<file path="src/rtl/gs_div_arbiter_pkg.sv">
// Shared definitions for the divider arbiter: FSM encoding, divider flag
// bit positions and the quiet-NaN pattern returned on a watchdog abort.
package gs_div_pkg;

  typedef enum logic [1:0] {
    IDLE  = 2'd0,
    ISSUE = 2'd1,
    WAIT  = 2'd2,
    RESP  = 2'd3
  } state_e;

  localparam int FLG_W     = 5;
  localparam int FLG_NAN   = 4;
  localparam int FLG_NINF  = 3;
  localparam int FLG_PINF  = 2;
  localparam int FLG_PZERO = 1;
  localparam int FLG_NZERO = 0;

  localparam logic [31:0] QNAN = 32'h7FC0_0000;

  // Flag vector reported when the divider never answers: only NaN is set.
  function automatic logic [FLG_W-1:0] timeout_flags();
    logic [FLG_W-1:0] f;
    f = '0;
    f[FLG_NAN] = 1'b1;
    return f;
  endfunction

endpackage

</file>
<file path="src/rtl/gs_div_arbiter_if.sv">
// Bundle of the client request, response and divider-side signals.
// Handshake rule for req_* and rsp_*: a transfer happens on a rising clk edge
// where valid and ready are both high; a valid source holds valid and its
// payload stable until that transfer. div_start/div_done are single-cycle
// pulses with no back-pressure.
interface gs_div_arbiter_if #(
  parameter int NUM_REQ = 4,
  parameter int ID_W    = 2
);
  import gs_div_pkg::*;

  logic [NUM_REQ-1:0]    req_valid;
  logic [NUM_REQ*32-1:0] req_num;
  logic [NUM_REQ*32-1:0] req_den;
  logic [NUM_REQ-1:0]    req_ready;

  logic                  div_start;
  logic [31:0]           div_num;
  logic [31:0]           div_den;
  logic                  div_done;
  logic [31:0]           div_result;
  logic [FLG_W-1:0]      div_flags;

  logic                  rsp_valid;
  logic                  rsp_ready;
  logic [ID_W-1:0]       rsp_id;
  logic [31:0]           rsp_result;
  logic [FLG_W-1:0]      rsp_flags;
  logic                  rsp_timeout;

  // Arbiter side.
  modport slave (
    input  req_valid, req_num, req_den, div_done, div_result, div_flags, rsp_ready,
    output req_ready, div_start, div_num, div_den, rsp_valid, rsp_id, rsp_result,
           rsp_flags, rsp_timeout
  );

  // Environment side: clients, divider core and response consumer.
  modport master (
    output req_valid, req_num, req_den, div_done, div_result, div_flags, rsp_ready,
    input  req_ready, div_start, div_num, div_den, rsp_valid, rsp_id, rsp_result,
           rsp_flags, rsp_timeout
  );

endinterface

</file>
<file path="src/rtl/gs_div_arbiter_picker.sv">
// Combinational round-robin picker: the first valid requester strictly after
// last_grant (wrapping) wins, so the most recent winner has lowest priority.
module gs_rr_picker #(
  parameter int NUM_REQ = 4,
  parameter int ID_W    = 2
) (
  input  logic [NUM_REQ-1:0] req_valid,
  input  logic [ID_W-1:0]    last_grant,
  output logic               any,
  output logic [ID_W-1:0]    grant_idx
);

  // Scan the NUM_REQ positions after last_grant and keep the first hit.
  always_comb begin
    logic [ID_W-1:0] idx;
    any       = 1'b0;
    grant_idx = '0;
    idx       = '0;
    for (int k = 1; k <= NUM_REQ; k++) begin
      idx = ID_W'((int'(last_grant) + k) % NUM_REQ);
      if (!any && req_valid[idx]) begin
        any       = 1'b1;
        grant_idx = idx;
      end
    end
  end

endmodule

</file>
<file path="src/rtl/gs_div_arbiter.sv">
// Shares one start/done divider among NUM_REQ clients: round-robin grant,
// operand capture, launch pulse, watchdog and a single back-pressured
// response channel tagged with the requester ID.
module gs_div_arbiter
  import gs_div_pkg::*;
#(
  parameter int NUM_REQ = 4,
  parameter int ID_W    = $clog2(NUM_REQ),
  parameter int TIMEOUT = 16
) (
  input  logic              clk,
  input  logic              rstb,
  gs_div_arbiter_if.slave   bus,
  output logic              busy,
  output state_e            dbg_state
);

  localparam int TMR_W = $clog2(TIMEOUT) + 1;

  state_e          state;
  state_e          state_nxt;
  logic [ID_W-1:0] last_grant;
  logic            pick_any;
  logic [ID_W-1:0] pick_idx;
  logic [TMR_W-1:0] timer;
  logic            timer_hit;

  gs_rr_picker #(
    .NUM_REQ (NUM_REQ),
    .ID_W    (ID_W)
  ) u_picker (
    .req_valid  (bus.req_valid),
    .last_grant (last_grant),
    .any        (pick_any),
    .grant_idx  (pick_idx)
  );

  // Abort point: the last WAIT cycle in which a done pulse is still accepted.
  assign timer_hit = (timer == TMR_W'(TIMEOUT - 1));

  // State register.
  always_ff @(posedge clk or negedge rstb) begin
    if (!rstb) state <= IDLE;
    else       state <= state_nxt;
  end

  // Next-state logic; done beats the watchdog when both land together.
  always_comb begin
    state_nxt = state;
    unique case (state)
      IDLE:    if (pick_any) state_nxt = ISSUE;
      ISSUE:   state_nxt = WAIT;
      WAIT:    if (bus.div_done || timer_hit) state_nxt = RESP;
      RESP:    if (bus.rsp_ready) state_nxt = IDLE;
      default: state_nxt = IDLE;
    endcase
  end

  // Moore outputs plus the one-hot accept, which only exists in IDLE and is
  // gated by rstb so it is low while reset is held.
  always_comb begin
    bus.req_ready = '0;
    if (rstb && state == IDLE && pick_any)
      bus.req_ready = NUM_REQ'(1) << pick_idx;
  end

  assign bus.div_start = (state == ISSUE);
  assign bus.rsp_valid = (state == RESP);
  assign busy          = (state != IDLE);
  assign dbg_state     = state;

  // Capture the winner's operands and ID at grant; remember the winner once
  // its response has been accepted.
  always_ff @(posedge clk or negedge rstb) begin
    if (!rstb) begin
      bus.div_num <= '0;
      bus.div_den <= '0;
      bus.rsp_id  <= '0;
      last_grant  <= ID_W'(NUM_REQ - 1);
    end else begin
      if (state == IDLE && pick_any) begin
        bus.div_num <= bus.req_num[32*pick_idx +: 32];
        bus.div_den <= bus.req_den[32*pick_idx +: 32];
        bus.rsp_id  <= pick_idx;
      end
      if (state == RESP && bus.rsp_ready)
        last_grant <= bus.rsp_id;
    end
  end

  // Watchdog: cleared on launch, counts in WAIT and holds at the abort value.
  always_ff @(posedge clk or negedge rstb) begin
    if (!rstb)
      timer <= '0;
    else if (state == ISSUE)
      timer <= '0;
    else if (state == WAIT && !timer_hit)
      timer <= timer + TMR_W'(1);
  end

  // Response payload: divider result on done, canned NaN on abort. Pulses on
  // div_done outside WAIT never reach these registers.
  always_ff @(posedge clk or negedge rstb) begin
    if (!rstb) begin
      bus.rsp_result  <= '0;
      bus.rsp_flags   <= '0;
      bus.rsp_timeout <= 1'b0;
    end else if (state == WAIT) begin
      if (bus.div_done) begin
        bus.rsp_result  <= bus.div_result;
        bus.rsp_flags   <= bus.div_flags;
        bus.rsp_timeout <= 1'b0;
      end else if (timer_hit) begin
        bus.rsp_result  <= QNAN;
        bus.rsp_flags   <= timeout_flags();
        bus.rsp_timeout <= 1'b1;
      end
    end
  end

endmodule

</file>
<file path="src/flat_wrapper.sv">
// flat-port wrapper written by rule: the top's interface ports become plain ports
module gs_div_arbiter_flat import gs_div_pkg::*;
#(
  parameter int NUM_REQ = 4,
  parameter int ID_W    = $clog2(NUM_REQ),
  parameter int TIMEOUT = 16
)
  (clk, rstb, busy, dbg_state, bus_req_valid, bus_req_num, bus_req_den, bus_div_done, bus_div_result, bus_div_flags, bus_rsp_ready, bus_req_ready, bus_div_start, bus_div_num, bus_div_den, bus_rsp_valid, bus_rsp_id, bus_rsp_result, bus_rsp_flags, bus_rsp_timeout);
  gs_div_arbiter_if #(.NUM_REQ(NUM_REQ), .ID_W(ID_W)) bus_i ();
  input  logic clk;
  input  logic rstb;
  output logic busy;
  output state_e dbg_state;
  input wire logic [$bits(bus_i.req_valid)-1:0] bus_req_valid;
  input wire logic [$bits(bus_i.req_num)-1:0] bus_req_num;
  input wire logic [$bits(bus_i.req_den)-1:0] bus_req_den;
  input wire logic [$bits(bus_i.div_done)-1:0] bus_div_done;
  input wire logic [$bits(bus_i.div_result)-1:0] bus_div_result;
  input wire logic [$bits(bus_i.div_flags)-1:0] bus_div_flags;
  input wire logic [$bits(bus_i.rsp_ready)-1:0] bus_rsp_ready;
  output wire logic [$bits(bus_i.req_ready)-1:0] bus_req_ready;
  output wire logic [$bits(bus_i.div_start)-1:0] bus_div_start;
  output wire logic [$bits(bus_i.div_num)-1:0] bus_div_num;
  output wire logic [$bits(bus_i.div_den)-1:0] bus_div_den;
  output wire logic [$bits(bus_i.rsp_valid)-1:0] bus_rsp_valid;
  output wire logic [$bits(bus_i.rsp_id)-1:0] bus_rsp_id;
  output wire logic [$bits(bus_i.rsp_result)-1:0] bus_rsp_result;
  output wire logic [$bits(bus_i.rsp_flags)-1:0] bus_rsp_flags;
  output wire logic [$bits(bus_i.rsp_timeout)-1:0] bus_rsp_timeout;
  assign bus_i.req_valid = bus_req_valid;
  assign bus_i.req_num = bus_req_num;
  assign bus_i.req_den = bus_req_den;
  assign bus_i.div_done = bus_div_done;
  assign bus_i.div_result = bus_div_result;
  assign bus_i.div_flags = bus_div_flags;
  assign bus_i.rsp_ready = bus_rsp_ready;
  assign bus_req_ready = bus_i.req_ready;
  assign bus_div_start = bus_i.div_start;
  assign bus_div_num = bus_i.div_num;
  assign bus_div_den = bus_i.div_den;
  assign bus_rsp_valid = bus_i.rsp_valid;
  assign bus_rsp_id = bus_i.rsp_id;
  assign bus_rsp_result = bus_i.rsp_result;
  assign bus_rsp_flags = bus_i.rsp_flags;
  assign bus_rsp_timeout = bus_i.rsp_timeout;
  gs_div_arbiter #(.NUM_REQ(NUM_REQ), .ID_W(ID_W), .TIMEOUT(TIMEOUT)) u_core (.clk(clk), .rstb(rstb), .bus(bus_i), .busy(busy), .dbg_state(dbg_state));
endmodule
</file>
<file path="config.mk">
export PLATFORM = sky130hd
export DESIGN_NAME = gs_div_arbiter_flat
export DESIGN_NICKNAME = d
export VERILOG_FILES = /design/src/rtl/gs_div_arbiter_pkg.sv /design/src/rtl/gs_div_arbiter_if.sv /design/src/rtl/gs_div_arbiter_picker.sv /design/src/rtl/gs_div_arbiter.sv /design/src/flat_wrapper.sv
export SDC_FILE = /design/constraint.sdc
export NUM_CORES = 1
export LEC_CHECK = 0
export CAP_MARGIN = 10
export CORE_AREA = 2 2 160 162
export CTS_BUF_LIST = sky130_fd_sc_hd__clkbuf_4 sky130_fd_sc_hd__clkbuf_8
export DETAILED_ROUTE_END_ITERATION = 10
export DIE_AREA = 0 0 162 164
export SLEW_MARGIN = 20
export SYNTH_ARGS = -nofsm -noshare
export SYNTH_HDL_FRONTEND = slang
export SYNTH_SLANG_ARGS = --single-unit
export TNS_END_PERCENT = 20
</file>
<file path="constraint.sdc">
create_clock -name clk -period 2 [get_ports clk]
set_input_delay 0.4 -clock clk [delete_from_list [all_inputs] [get_ports clk]]
set_output_delay 0.4 -clock clk [all_outputs]
set_load 0.05 [all_outputs]
</file>
Yosys cells after proc, flatten, opt, wreduce, memory -nomap -nowiden
Cells that the tools add are included.
{ "word_totals": {"regBits": 113, "latch_bits": 0, "ram_bits": 0, "mem_bits_ro": 0, "input_bits": 301, "output_inout_bits": 113, "n_memories": 0} }
{ "classes": {"n_addsub": 5, "n_mul": 0, "div_mod_pow": 0, "n_lt_le_gt_ge": 4, "eq_ne": 7, "n_shift": 3, "muxes": 29, "bitwise": 0, "n_reduce_logical": 19} }
{ "op_table": {"columns": ["operator", "n"], "rows": [
  ["$shiftx A128 B8 Y32", 2],
  ["$mux W32", 2],
  ["$mux W5", 4],
  ["$mux W2", 7],
  ["$lt A2 B3 Y1 const B", 4],
  ["$mux W1", 10],
  ["$bmux W1 S2", 4],
  ["$logic_and A1 B1 Y1", 8],
  ["$pmux W2 S4", 1],
  ["$reduce_bool A2 Y1", 3],
  ["$add A5 B1 Y5 const B", 1],
  ["$eq A5 B4 Y1 const B", 1],
  ["$add A2 B1 Y2 const B", 2],
  ["$add A2 B2 Y2 const B", 2],
  ["$eq A2 B2 Y1 const B", 2],
  ["$logic_not A1 Y1", 4],
  ["$mux W4", 1],
  ["$ne A2 B1 Y1 const B", 2],
  ["$shl A1 B2 Y4 const A", 1],
  ["$reduce_and A3 Y1", 1],
  ["$eq A2 B1 Y1 const B", 1],
  ["$logic_not A2 Y1", 1],
  ["$ne A2 B2 Y1 const B", 1],
  ["$reduce_and A2 Y1", 1],
  ["$logic_or A1 B1 Y1", 1]
]} }

Longest topological paths before layout
Gate-level depths: netlist (run 1).
{ "depth": {"ltp_word": 15, "depth_mapped": 8, "depth_no_buf": 7} }

Hierarchy
Synthesis (run 1) repeated with hierarchy kept, for this count alone.
{ "hier_totals": {"cells_unflattened": 520, "area_unflattened_um2": 6007.0} }
{ "modules_own_cells": {"columns": ["mod", "instances", "cells_each", "area_per_inst_um2", "seq_area_each_um2"], "rows": [
  ["gs_div_arbiter", 1, 506, 5915.7, 2830.2],
  ["gs_rr_picker", 1, 14, 91.3, 0.0]
]} }

Worst setup path after synthesis (run 1)
OpenSTA, ideal clock, no wires.
{ "synth_timing": {"kind": "reg2out", "startpoint": "register u_core.state[0] (netlist: u_core.dbg_state[0])", "endpoint": "output bus_req_ready[2]", "arrival_ns": 2.594, "required_time_ns": 1.600, "setup_slack_ns": -0.994, "stages_incl_launch_ff": 9, "path_buffers": 2, "path_cell_list": "dfrtp_1 inv_1 ha_1 inv_1 nor2_1 buf_2 buf_2 nand2_1 nor2_1"} }
{ "synth_between": {"elab_chain_cells": 4} }
{ "synth_lines": {"columns": ["item", "line_no", "source"], "rows": [
  ["start, declared", "gs_div_arbiter.sv:20", "state_e state;"],
  ["start signal, assigned", "gs_div_arbiter.sv:44", "else state <= state_nxt;"],
  ["$logic_not A2 Y1", "gs_div_arbiter.sv:63", "if (rstb && state == IDLE && pick_any)"],
  ["$logic_and A1 B1 Y1 (2 in series)", "gs_div_arbiter.sv:63", null],
  ["$mux W4", "gs_div_arbiter.sv:63", null],
  ["end, declared", "flat_wrapper.sv:21", "output wire logic [$bits(bus_i.req_ready)-1:0] bus_req_ready;"]
]} }
Every way passes these cells.

Worst setup path in the final report (run 1)
{ "layout_timing": {"startpoint": "register u_core.last_grant[0]", "endpoint": "output bus_req_ready[3]"} }
{ "layout_between": {"elab_chain_cells": 15} }
{ "layout_lines": {"columns": ["item", "line_no", "source"], "rows": [
  ["start, declared", "gs_div_arbiter.sv:22", "logic [ID_W-1:0] last_grant;"],
  ["start signal, assigned", "gs_div_arbiter.sv:79", "last_grant <= ID_W'(NUM_REQ - 1);"],
  ["start signal, assigned", "gs_div_arbiter.sv:87", "last_grant <= bus.rsp_id;"],
  ["$add A2 B1 Y2", "gs_div_arbiter_picker.sv:20", "idx = ID_W'((int'(last_grant) + k) % NUM_REQ);"],
  ["$bmux W1 S2", "gs_div_arbiter_picker.sv:21", "if (!any && req_valid[idx]) begin"],
  ["$mux W1 (implied by the code)", "gs_div_arbiter_picker.sv:21", null],
  ["$mux W1", "gs_div_arbiter_picker.sv:21", null],
  ["$logic_not A1 Y1", "gs_div_arbiter_picker.sv:21", null],
  ["$logic_and A1 B1 Y1", "gs_div_arbiter_picker.sv:21", null],
  ["$mux W1", "gs_div_arbiter_picker.sv:21", null],
  ["$logic_not A1 Y1", "gs_div_arbiter_picker.sv:21", null],
  ["$logic_and A1 B1 Y1", "gs_div_arbiter_picker.sv:21", null],
  ["$mux W1", "gs_div_arbiter_picker.sv:21", null],
  ["$logic_not A1 Y1", "gs_div_arbiter_picker.sv:21", null],
  ["$logic_and A1 B1 Y1", "gs_div_arbiter_picker.sv:21", null],
  ["$mux W2 / $mux W1 (equally long branches)", "gs_div_arbiter_picker.sv:21", null],
  ["$shl A1 B2 Y4 / $logic_and A1 B1 Y1 (equally long branches)", "gs_div_arbiter.sv:64, gs_div_arbiter.sv:63", null],
  ["$mux W4 (*)", "gs_div_arbiter.sv:63", null]
]} }
Mark *: on every way between the ends. The rest lies on a longest branch, timed or not. The select of a mux whose other input is x is not followed.

==> results.json, run 1 <==
{
  "critPathBufInv": 1,
  "layout.cells.non_filler": 1386,
  "die_w_um": 162,
  "synth_area_leaders": "dfrtp_1 45%, a41oi_1 9.0%, a22oi_2 8.0%",
  "relSlewSlack": 0.587,
  "path_clk_slew_ns": 0.08,
  "tightest_slew_ns": 0.619,
  "io_pins": 414,
  "synthDistinctLibCells": 44,
  "gp_congestion": 0.827,
  "period_minus_slack_ns": 2.27,
  "dp.cells": 1344,
  "synth_flop_cell": "dfrtp_1",
  "placed_area_mm2": 0.0111,
  "syn_area_per_cell_um2": 10.0,
  "synth.most_common_cell": "dfrtp_1",
  "synth_area_mm2": 0.00623,
  "port_buffers": 413,
  "synth_common_cells": "111 x dfrtp_1, 76 x nor2_1, 70 x nand2_1",
  "yosys_warnings": 0,
  "ys_seq_elements": 113,
  "max_freq_mhz": 441,
  "powerDensity_mw_per_mm2": 1590,
  "fin_nets": 1351,
  "rows": 58,
  "wl_per_cell_um": 20.6,
  "drt_iter0_markers": 462,
  "ff2ff_path_depth": 8,
  "maxCapViolCount": 0,
  "postRouteAntennaNets": 0,
  "clockBufferDepth": 2,
  "start_kind": "flip-flop",
  "final.setup_skew_ns": 0.0112,
  "syn_nets": 929,
  "worst-path-stages": 4,
  "grt_max_degree": 98,
  "crit_type": "flip-flop to output pin",
  "drive_gt1_frac": 0.175,
  "hpwl_um": 21200,
  "cts_max_level": 4,
  "synth_edf_count": 0,
  "die_area_mm2": 0.0266,
  "cts_tree": "built",
  "grt_util_all_layers": 0.207,
  "ctsRootBufferMaster": "clkbuf_8",
  "min_path_type": "input port to async pin",
  "clock_sinks": 113,
  "clkLatencyLatePin_ns": 0.44,
  "arrival_ns": 1.87,
  "cts_buffers": 17,
  "grt_pass1_wl_um": 41900,
  "diodes": 0,
  "netlist.area_leader.share": 0.446,
  "multi_input_comb_area_mm2": 0.00311,
  "path_cells": "xor2_4 -> o221a_4 -> and3_4 -> buf_12",
  "vdd_drop_max_mv": 0.627,
  "hold_viol_final": 0,
  "synthArstFlopShare": 1.00,
  "drc": 0,
  "status": "complete, but fails checks",
  "fin_crit_sh": 1.13,
  "cp_data_required_time_ns": 1.60,
  "grt_pass1_vias": 7042,
  "cp_max_fo": 7,
  "critical-path-top-delay-family": "flip-flops",
  "num-fill-cells": 2406,
  "endpoint_kind": "output pin",
  "syn_inst": 621,
  "grt_setup_unrepaired": "true",
  "seqCellArea_mm2": 0.00283,
  "worst_slack_ns": -0.268,
  "initial_core_util": 0.251,
  "dieHeight_um": 164,
  "slew_viol_final": 0,
  "leakagePower_nw": 4.53,
  "drt-vias-per-instance": 5.04,
  "synth_area_leader_cell": "dfrtp_1",
  "routed_wl_um": 28600,
  "grt-ovfl-total": 0,
  "ys_seq_area_frac": 0.454,
  "num_vias": 6980,
  "violations": "negative setup slack",
  "setup_violations": 4,
  "post-route-cell-area_mm2": 0.0115,
  "drtPass1Iterations": 5,
  "syn_to_final_growth_pct": 84.1,
  "max_stage_delay_ns": 0.65,
  "antenna_found_initial": 0,
  "cp_slowest_cell": "dfstp_2",
  "coreArea_mm2": 0.0248
}
-- flip-flops by register name, summed over array words and instances (netlist names) --
| name | cells |
|---|---|
| u_core.bus.div_num | 32 |
| u_core.timer | 5 |
| u_core.bus.rsp_result | 32 |
| u_core.bus.div_den | 32 |
| u_core.last_grant | 2 |
| u_core.dbg_state | 2 |
| u_core.bus.rsp_timeout | 1 |
| u_core.bus.rsp_flags | 5 |
| u_core.bus.rsp_id | 2 |
-- worst paths after layout --
| check | start | endpoint | slack, ns |
|---|---|---|---|
| setup reg to reg | u_core.last_grant[0] | u_core.bus.div_num[1] | 0.05 |
| max in group asynchronous | rstb | u_core.timer[3] | 0.78 |
| setup / recovery | u_core.last_grant[0] | bus_req_ready[3] | -0.27 |
| hold reg to reg | u_core.bus.rsp_result[26] | u_core.bus.rsp_result[26] | 0.51 |
| hold / removal | rstb | u_core.bus.div_den[25] | 0.40 |
| min in group clk | u_core.bus.rsp_result[26] | u_core.bus.rsp_result[26] | 0.51 |
-- layout make-up --
type                            instances  area share
Clock buffer                           21      0.0236
Clock inverter                         11     0.00939
Inverter                               10     0.00404
Multi-Input combinational cell        430       0.271
Sequential cell                       113       0.247
Tap cell                              330      0.0360
Timing Repair Buffer                  471       0.409
-- layout by cell type (no fill, tap or decap), types with 18 or more instances in the layout --
cell type / synthesis / routed
clkdlybuf4s50_1: 0 / 298
dfrtp_1: 111 / 109
dlygate4sd2_1: 0 / 89
nor2_1: 76 / 74
nand2_1: 70 / 69
a41oi_1: 64 / 64
a31oi_1: 64 / 64
buf_4: 16 / 56
a22oi_2: 40 / 42
a22o_1: 27 / 27
a22oi_1: 24 / 22
buf_12: 0 / 22
clkbuf_8: 0 / 18
-- stage by stage --
stage | utilization | power, mW | setup TNS, ns | setup WS (ns) | hold slack [ns]
6_report | 0.462 | 18.3 | -0.927 | -0.268 | 0.402
5_1_grt | 0.462 | 19.2 | -3.39 | -0.336 | 0.386
4_1_cts | 0.460 | 18.3 | -1.09 | -0.288 | 0.392
3_5_place_dp | 0.445 | 16.6 | -17.97 | -0.294 | 0.257
3_3_place_gp | 0.445 | 16.5 | -14.02 | -0.272 | 0.259
2_1_floorplan | - | 11.9 | -0.722 | -0.252 | 0.104
-- repair_timing --
item	in CTS	in global routing
hold buffers	1	0
endpoints found under the hold margin	6	0
buffers inserted	7	2
endpoints found under the setup margin	93	66
pin swaps	7	9
gates resized for setup	98	7
-- routing by layer --
| metal | routed length, um | vias to the layer above | GRT usage | part of all wire |
|---|---|---|---|---|
| met3 | 2040 | 30 | 0.0515 | 0.071 |
| met2 | 14400 | 301 | 0.356 | 0.50 |
| met5 | 0 | - | 0 | 0 |
| met4 | 566 | 0 | 0.0660 | 0.020 |
| li1 | - | 3237 | - | - |
| met1 | 11600 | 3412 | 0.255 | 0.40 |
-- kinds of logic after synthesis --
family | count (synthesis) | synth area share
compound gates | 252 | 0.342
xor+xnor | 4 | 0.00683
fa+ha+maj | 7 | 0.0141
buf+inv | 78 | 0.0687
flops | 113 | 0.454
mux | 3 | 0.00522
simple gates | 164 | 0.108
-- worst register-to-register path: cells and delay by family (launching register included) --
| family | cells | cell delay (ns) |
|---|---|---|
| AOI/OAI and AO/OA | 4 | 0.58 |
| buffers and inverters | 4 | 0.61 |
| DFF | 1 | 0.65 |
-- power breakdown --
group          total [mW]  switching [mW]  internal, mW
registers            4.11           0.657          3.46
logic                12.0            7.77          4.22
clock network        2.14            1.08          1.07
Power figures use the tool's default switching activity.
==> run 2, diff against run 1 <==
--- a/config.mk
+++ b/config.mk
@@ -10,8 +10,9 @@
 export CTS_BUF_LIST = sky130_fd_sc_hd__clkbuf_4 sky130_fd_sc_hd__clkbuf_8
 export DETAILED_ROUTE_END_ITERATION = 10
 export DIE_AREA = 0 0 162 164
+export SKIP_LAST_GASP = 1
 export SLEW_MARGIN = 20
 export SYNTH_ARGS = -nofsm -noshare
 export SYNTH_HDL_FRONTEND = slang
 export SYNTH_SLANG_ARGS = --single-unit
-export TNS_END_PERCENT = 20
+export TNS_END_PERCENT = 1
==> run 2 against run 1 <==
  * The flow still finishes with violations (negative setup slack)
  * Fmax fell by 1.3%
  * Core utilization rose by 0.55 points
  * Power rose by 4.8%
  * Non-clock buffer count rose by 11
  * Critical path depth did not move
  * Cell count rose by 0.72%
  * Worst hold slack improved by 0.0097 ns
  * Sequential cell count did not move
  * Sequential power rose by 1%
  * Via count barely moved
  * Sequential share of layout area fell by 0.29 points
  * Critical path type unchanged
  * Largest power group unchanged
==> results.json, run 2 (synthesized netlist as in run 1, its figures left out) <==
{
  "cts_max_level": 4,
  "die_w_um": 162,
  "setup_violations": 73,
  "p_switching_mw": 9.54,
  "ff2ff_path_depth": 8,
  "dieHeight_um": 164,
  "grt-ovfl-total": 0,
  "die_area_mm2": 0.0266,
  "status": "complete, but fails checks",
  "clkLatencyLatePin_ns": 0.44,
  "intPower_mw": 9.59,
  "hpwl_um": 22100,
  "cts_tree": "built",
  "powerDensity_mw_per_mm2": 1650,
  "maxCapViolCount": 0,
  "gp_congestion": 0.889,
  "violations": "negative setup slack",
  "slew_viol_final": 0,
  "grt_util_all_layers": 0.207,
  "pwr-share-seq": 0.217,
  "max_freq_mhz": 435,
  "period_minus_slack_ns": 2.30,
  "clockBufferDepth": 2,
  "cp_data_required_time_ns": 1.60,
  "port_buffers": 413,
  "path_cells": "xor2_4 -> o221a_4 -> and3_2 -> buf_12",
  "cp_slowest_cell": "dfstp_2",
  "antenna_found_initial": 0,
  "hold_viol_final": 0,
  "clock_sinks": 113,
  "diodes": 0,
  "final.setup_skew_ns": 0.0150,
  "grt_setup_unrepaired": "true",
  "wl_per_cell_um": 20.5,
  "cp_max_fo": 7,
  "arrival_ns": 1.90,
  "endpoint_kind": "output pin",
  "ctsRootBufferMaster": "clkbuf_8",
  "final_common_cell": "clkdlybuf4s50_1",
  "worst_slack_ns": -0.297,
  "leakagePower_nw": 4.45,
  "num_vias": 6979,
  "syn_to_final_growth_pct": 86.3,
  "drt_iter0_markers": 480,
  "final_cell_mix": "385 x clkdlybuf4s50_1, 109 x dfrtp_1, 78 x buf_4, 74 x nor2_1, 69 x nand2_1",
  "drtPass1Iterations": 5,
  "cts_buffers": 17,
  "netSwitchingFraction": 0.499,
  "power_frac_comb": 0.651,
  "drc": 0,
  "layout.cells.non_filler": 1396,
  "io_pins": 414,
  "grt_pass1_wl_um": 42000,
  "grt_pass1_vias": 6893,
  "postRouteAntennaNets": 0,
  "grt_max_degree": 49,
  "dp.cells": 1358,
  "coreArea_mm2": 0.0248,
  "dp_slack_ns": -0.249,
  "start_kind": "flip-flop",
  "drive_gt1_frac": 0.181,
  "initial_core_util": 0.251,
  "tightest_slew_ns": 0.703,
  "drt-vias-per-instance": 5.00,
  "crit_type": "flip-flop to output pin",
  "routed_wl_um": 28600,
  "fin_nets": 1362,
  "fin_crit_sh": 1.15,
  "min_path_type": "input port to async pin",
  "relSlewSlack": 0.531,
  "rows": 58,
  "vdd_drop_max_mv": 0.706,
  "pwr-share-clk": 0.132,
  "path_clk_slew_ns": 0.08,
  "max_stage_delay_ns": 0.68,
  "top_regs": "u_core.bus.div_den: 32 flops, u_core.bus.div_num: 32 flops, u_core.bus.rsp_result: 32 flops"
}
run 2: path summary, 6_finish.rpt:
path,startpoint,end,slack (ns)
setup reg to reg,u_core.last_grant[0],u_core.bus.div_num[31],-0.03
hold / removal,rstb,u_core.bus.div_den[17],0.41
hold reg to reg,u_core.bus.rsp_timeout,u_core.bus.rsp_timeout,0.51
setup / recovery,u_core.last_grant[0],bus_req_ready[3],-0.30
max in group asynchronous,rstb,u_core.bus.div_num[19],0.69
min in group clk,bus_req_valid[2],u_core.bus.div_den[28],0.47
run 2: routing by layer:
metal | GRT usage | vias up | wire, um
met1 | 0.260 | 3367 | 11800
met4 | 0.0648 | 0 | 641
li1 | - | 3250 | -
met5 | 0 | - | 0
met3 | 0.0604 | 42 | 2260
met2 | 0.345 | 320 | 13900
run 2: metrics by stage:
stage / hold slack [ns] / util / setup TNS (ns) / cell area (um^2) / total power, mW
CTS: 0.359 / 0.467 / -5.67 / 11600 / 19.3
global placement: 0.225 / 0.446 / -13.03 / 11100 / 16.5
finish: 0.411 / 0.467 / -2.15 / 11600 / 19.1
floorplan: 0.104 / - / -0.722 / 6280 / 11.9
detailed placement: 0.223 / 0.446 / -14.92 / 11100 / 16.5
global route: 0.351 / 0.467 / -10.68 / 11600 / 20.2
run 2: layout make-up:
type,count,area (um^2)
clock inverter,14,205
sequential,113,2830
clock buffer,17,234
tap,330,413
timing repair buffer,482,4780
inverter,10,41.3
fill,2383,13200
multi-input combinational,430,3100
run 2: timing repair:
| action | 4_1_cts | 5_1_grt |
|---|---|---|
| pin swaps | 9 | 2 |
| setup buffers | 6 | 0 |
| cloned | 0 | 0 |
| setup endpoints to repair | 91 | 116 |
| hold buffers | 1 | 0 |
| resized for setup | 10 | 0 |
| endpoints found under the hold margin | 17 | 0 |
run 2: power by group through the flow:
| stage | combinational [mW] | sequential, mW | clock [mW] |
|---|---|---|---|
| 2_1_floorplan | 4.10 | 7.78 | 0 |
| 5_1_grt | 13.2 | 4.28 | 2.71 |
| 3_5_place_dp | 12.4 | 4.18 | 0 |
| 3_3_place_gp | 12.3 | 4.16 | 0 |
| 4_1_cts | 12.5 | 4.15 | 2.59 |
| 6_report | 12.5 | 4.15 | 2.53 |
run 2: worst max-delay path, delay by kind of cell (launching register included):
kind	cells	cell delay, ns
buffers and inverters	1	0.14
AND/OR/NAND/NOR	1	0.22
AO/OA/AOI/OAI	1	0.21
flip-flops	1	0.68
XOR/XNOR	1	0.21
